## config.mk

```make
export PLATFORM = sky130hd
export DESIGN_NAME = pll_clock_divider
export DESIGN_NICKNAME = d
export VERILOG_FILES = /design/src/rtl/pll_clock_divider.sv
export SDC_FILE = /design/constraint.sdc
export NUM_CORES = 1
export LEC_CHECK = 0
export BUFFER_PORTS_ARGS = -buffer_cell sky130_fd_sc_hd__buf_4
export CAP_MARGIN = 20
export CELL_PAD_IN_SITES_DETAIL_PLACEMENT = 0
export CELL_PAD_IN_SITES_GLOBAL_PLACEMENT = 1
export CORE_ASPECT_RATIO = 1.25
export CORE_MARGIN = 5
export CORE_UTILIZATION = 47
export CTS_CLUSTER_SIZE = 14
export DETAILED_ROUTE_END_ITERATION = 16
export PLACE_DENSITY = 0.78
export SYNTH_ARGS = -nofsm -noshare
export SYNTH_HDL_FRONTEND = slang
export SYNTH_SLANG_ARGS = --single-unit
```

## constraint.sdc

```tcl
create_clock -name clock -period 3.6 [get_ports clock]
set_input_delay 0 -clock clock [delete_from_list [all_inputs] [get_ports clock]]
set_output_delay 0 -clock clock [all_outputs]
set_load 0.02 [all_outputs]
```

## src/rtl/pll_clock_divider.sv

```systemverilog
// Glitch-free programmable integer divider for the PLL output phase, with a
// settle window after enable and period-aligned ratio changes and shutdown.
module pll_clock_divider #(
  parameter int WIDTH         = 4,
  parameter int SETTLE_CYCLES = 64
) (
  input  logic             clock,
  input  logic             reset,
  input  logic             enable,
  input  logic [WIDTH-1:0] div,
  output logic             clk_out,
  output logic             ready,
  output logic             period_strobe
);

  localparam int SW = $clog2(SETTLE_CYCLES + 1);

  localparam logic [1:0] S_OFF    = 2'd0;
  localparam logic [1:0] S_SETTLE = 2'd1;
  localparam logic [1:0] S_RUN    = 2'd2;
  localparam logic [1:0] S_DRAIN  = 2'd3;

  logic [1:0]       state_q, state_d;
  logic [SW-1:0]    settle_q, settle_d;
  logic [WIDTH-1:0] cnt_q, cnt_d;
  logic [WIDTH-1:0] n_q, n_d;
  logic             clk_q, clk_d;
  logic             ready_q, ready_d;
  logic [WIDTH-1:0] n_req;
  logic             wrap;
  logic             active;

  assign n_req  = (div < WIDTH'(2)) ? WIDTH'(2) : div;
  assign wrap   = (cnt_q == (n_q - WIDTH'(1)));
  assign active = (state_q == S_RUN) || (state_q == S_DRAIN);

  assign period_strobe = active && wrap;
  assign clk_out       = clk_q;
  assign ready         = ready_q;

  always_comb begin
    state_d  = state_q;
    settle_d = settle_q;
    cnt_d    = cnt_q;
    n_d      = n_q;
    clk_d    = clk_q;
    ready_d  = ready_q;
    case (state_q)
      S_OFF: begin
        cnt_d    = '0;
        clk_d    = 1'b0;
        ready_d  = 1'b0;
        settle_d = '0;
        if (enable) state_d = S_SETTLE;
      end
      S_SETTLE: begin
        if (!enable) begin
          state_d  = S_OFF;
          settle_d = '0;
        end else if (settle_q == SW'(SETTLE_CYCLES)) begin
          state_d  = S_RUN;
          settle_d = '0;
          n_d      = n_req;
          cnt_d    = '0;
          clk_d    = 1'b1;
          ready_d  = 1'b1;
        end else begin
          settle_d = settle_q + SW'(1);
        end
      end
      default: begin
        // RUN and DRAIN share the counter; the ratio only reloads at a wrap so
        // the high phase is always computed against the period's own n.
        if (wrap) begin
          cnt_d = '0;
          n_d   = n_req;
        end else begin
          cnt_d = cnt_q + WIDTH'(1);
        end
        clk_d   = (cnt_d < (n_d >> 1));
        ready_d = 1'b1;
        if (state_q == S_RUN) begin
          if (!enable) state_d = S_DRAIN;
        end else if (wrap) begin
          if (enable) begin
            state_d = S_RUN;
          end else begin
            state_d = S_OFF;
            cnt_d   = '0;
            clk_d   = 1'b0;
            ready_d = 1'b0;
          end
        end
      end
    endcase
  end

  always_ff @(posedge clock) begin
    if (reset) begin
      state_q  <= S_OFF;
      settle_q <= '0;
      cnt_q    <= '0;
      n_q      <= WIDTH'(2);
      clk_q    <= 1'b0;
      ready_q  <= 1'b0;
    end else begin
      state_q  <= state_d;
      settle_q <= settle_d;
      cnt_q    <= cnt_d;
      n_q      <= n_d;
      clk_q    <= clk_d;
      ready_q  <= ready_d;
    end
  end

endmodule

```

==> impl_metrics.json <==
{
  "critPathMostFrequentCell": "ha_1",
  "hold_viol_final": 0,
  "core_area_mm2": 0.00243,
  "path_max_fanout": 7,
  "finalSetupTns_ps": 0,
  "grt_pass1_wl_um": 4360,
  "ioPinCount": 10,
  "start_util": 0.492,
  "postSynthAreaPerCell_um2": 8.41,
  "crit_required_ps": 3830,
  "skew_ps": 4.30,
  "grt_util_all_layers": 0.162,
  "dr.first_iter.drc_count": 22,
  "syn_nets": 155,
  "slowest_delay_ps": 410,
  "wl_um": 2640,
  "dpl.hpwl_um": 1920,
  "final_nets": 167,
  "setup_viol": 0,
  "crit_chain": "inv_1, ha_1, xor2_1, nand3_1, nor2_2, mux2i_1, ha_1, nor2_1, a21oi_1, a221o_1, a211oi_2",
  "worstSkewPairLatency_ps": 300,
  "max_freq_ghz": 0.409,
  "rsz0062_at_grt": "no",
  "hold_class": "in -> reg",
  "via_count": 1041,
  "gp_routability_congestion": 0.825,
  "cts_tree": "built",
  "finalCriticalPeriod_ps": 2440,
  "fin_cells": 186,
  "drive_gt1_frac": 0.137,
  "cp-end-kind": "register",
  "holdWs_ps": 1.80,
  "die-area_mm2": 0.00365,
  "die_y_um": 66.3,
  "status": "complete, no violations",
  "syn_inst": 142,
  "ys.flop_type": "dfxtp_1",
  "report.final.slew_viol_count": 0,
  "clock_sinks": 19,
  "remaining_drc_errors": 0,
  "power_density_mw_per_mm2": 297,
  "avgRoutedWirePerCell_um": 14.2,
  "post_cts_resized": 0,
  "overflow": 0,
  "clockRootBuffer": "clkbuf_4",
  "port_buffers": 9,
  "cellLeakagePower_nw": 0.553,
  "worstSetupStartpointType": "register",
  "ys_top_cells_by_area": "dfxtp_1, ha_1, nor2_1",
  "crit_slowest_cell": "dfxtp_1",
  "ys_seq_area_frac": 0.319,
  "vias_per_cell": 5.60,
  "fin_crit_sh": 0.678,
  "synth.top_cell.area_share": 0.319,
  "post-route-util": 0.552,
  "drt.antenna.violating_nets": 0,
  "ys_types": 40,
  "htreeDepth": 1,
  "power_mw": 0.397,
  "cts_inserted_buffers": 3,
  "first_global_vias": 977,
  "ir_drop_mv": 0.159,
  "arrival_ps": 2680,
  "ys_ff_latch": 19,
  "fp-row-count": 20,
  "synthArstFlopShare": 0,
  "tightest_slew_ps": 692,
  "synth_area_mm2": 0.00119,
  "critical_path_class": "reg -> reg",
  "dr.pass1.iters": 4,
  "max_cap_viol_count": 0,
  "grt_max_degree": 25,
  "num_antenna_cells": 0,
  "synth_edf_count": 0,
  "post-place-cells": 179,
  "clk_pin_slew_worst_paths_ps": 120,
  "relSlewSlack": 0.538,
  "syn2layout_area_growth_pct": 12.2,
  "antenna_found_initial": 0,
  "die_w_um": 55.1,
  "ys_warn_count": 0,
  "clockBufferDepth": 2,
  "yosys.area.top_type": "dfxtp_1"
}
==> report_power, final <==
group	switching (mW)	total, mW	internal [mW]
Combinational	0.0344	0.0622	0.0277
Sequential	0.00860	0.223	0.215
Clock	0.0708	0.112	0.0413
==> timing repair <==
item                                   CTS  global route
hold buffers                             3             0
buffers inserted                         0             0
endpoints found under the hold margin    3             0
==> logic make-up after synthesis <==
logic type,after synthesis,synth area share
compound gates,32,0.200
xor+xnor,7,0.0629
fa+ha+maj,6,0.0629
buf+inv,12,0.0398
flops,19,0.319
mux,7,0.0587
simple gates,59,0.257
==> metrics by stage <==
stage | area, um^2 | setup slack, ps
after global routing | 1340 | 943
after CTS | 1340 | 1150
final | 1340 | 1160
after detailed placement | 1280 | 1180
after global placement | 1280 | 1180
after floorplan | 1190 | 1400
==> per-layer routing <==
metal	vias up	routed length, um	GRT usage
met5	-	0	0
li1	525	-	-
met4	0	61	0.0699
met1	483	1170	0.197
met2	26	1290	0.269
met3	7	119	0.0293
==> sequential cells by signal, indices dropped and copies added (netlist names), named ones only <==
register and cells:
state_q 1, clk_out 1, settle_q 7, cnt_q 4, ready 1, n_q 4
==> layout make-up <==
type / count / area [um^2]
Sequential cell: 19 / 380
Clock buffer: 3 / 22.5
Clock inverter: 1 / 5.00
Tap cell: 33 / 41.3
Multi-Input combinational cell: 111 / 766
Timing Repair Buffer: 12 / 97.6
Fill cell: 245 / 1090
Inverter: 7 / 26.3
==> synth_stat cells, types with 2 or more instances <==
master    count
dfxtp_1      19
inv_1         7
nand2b_1      7
buf_2         2
nand2_1      10
nand3_1       4
a21oi_1      11
mux2i_1       7
nor3b_1       2
and3_1        2
o21ai_0       5
nor2_1       20
xnor2_1       4
a311oi_1      2
nand3b_1      3
xor2_1        2
nor3_1        3
a32oi_1       2
ha_1          6
clkbuf_1      3
and2_1        2
==> layout by cell type (no fill, tap or decap), types with 4 or more instances in the layout <==
master and count:
mux2i_1 7, a21oi_1 11, buf_4 9, nand2b_1 7
dfxtp_1 19, o21ai_0 5, nor2_1 20, inv_1 7
xnor2_1 4, nand2_1 10, ha_1 6, nand3_1 4
==> critical path, delay by kind of cell (launching register included) <==
family | cells | cell delay [ps]
compound gates | 3 | 500
xor+xnor | 1 | 130
fa+ha+maj | 2 | 530
buf+inv | 1 | 60
flops | 1 | 410
mux | 1 | 150
simple gates | 3 | 590
==> worst paths after layout <==
kind	from	to	depth (start not counted)	slack [ps]
hold reg to reg	settle_q[0]	settle_q[0]	2	510
setup / recovery	n_q[0]	clk_out	11	1160
hold / removal	div[1]	n_q[1]	3	2
setup reg to reg	n_q[0]	clk_out	11	1160
(Power assumes the default switching activity.)
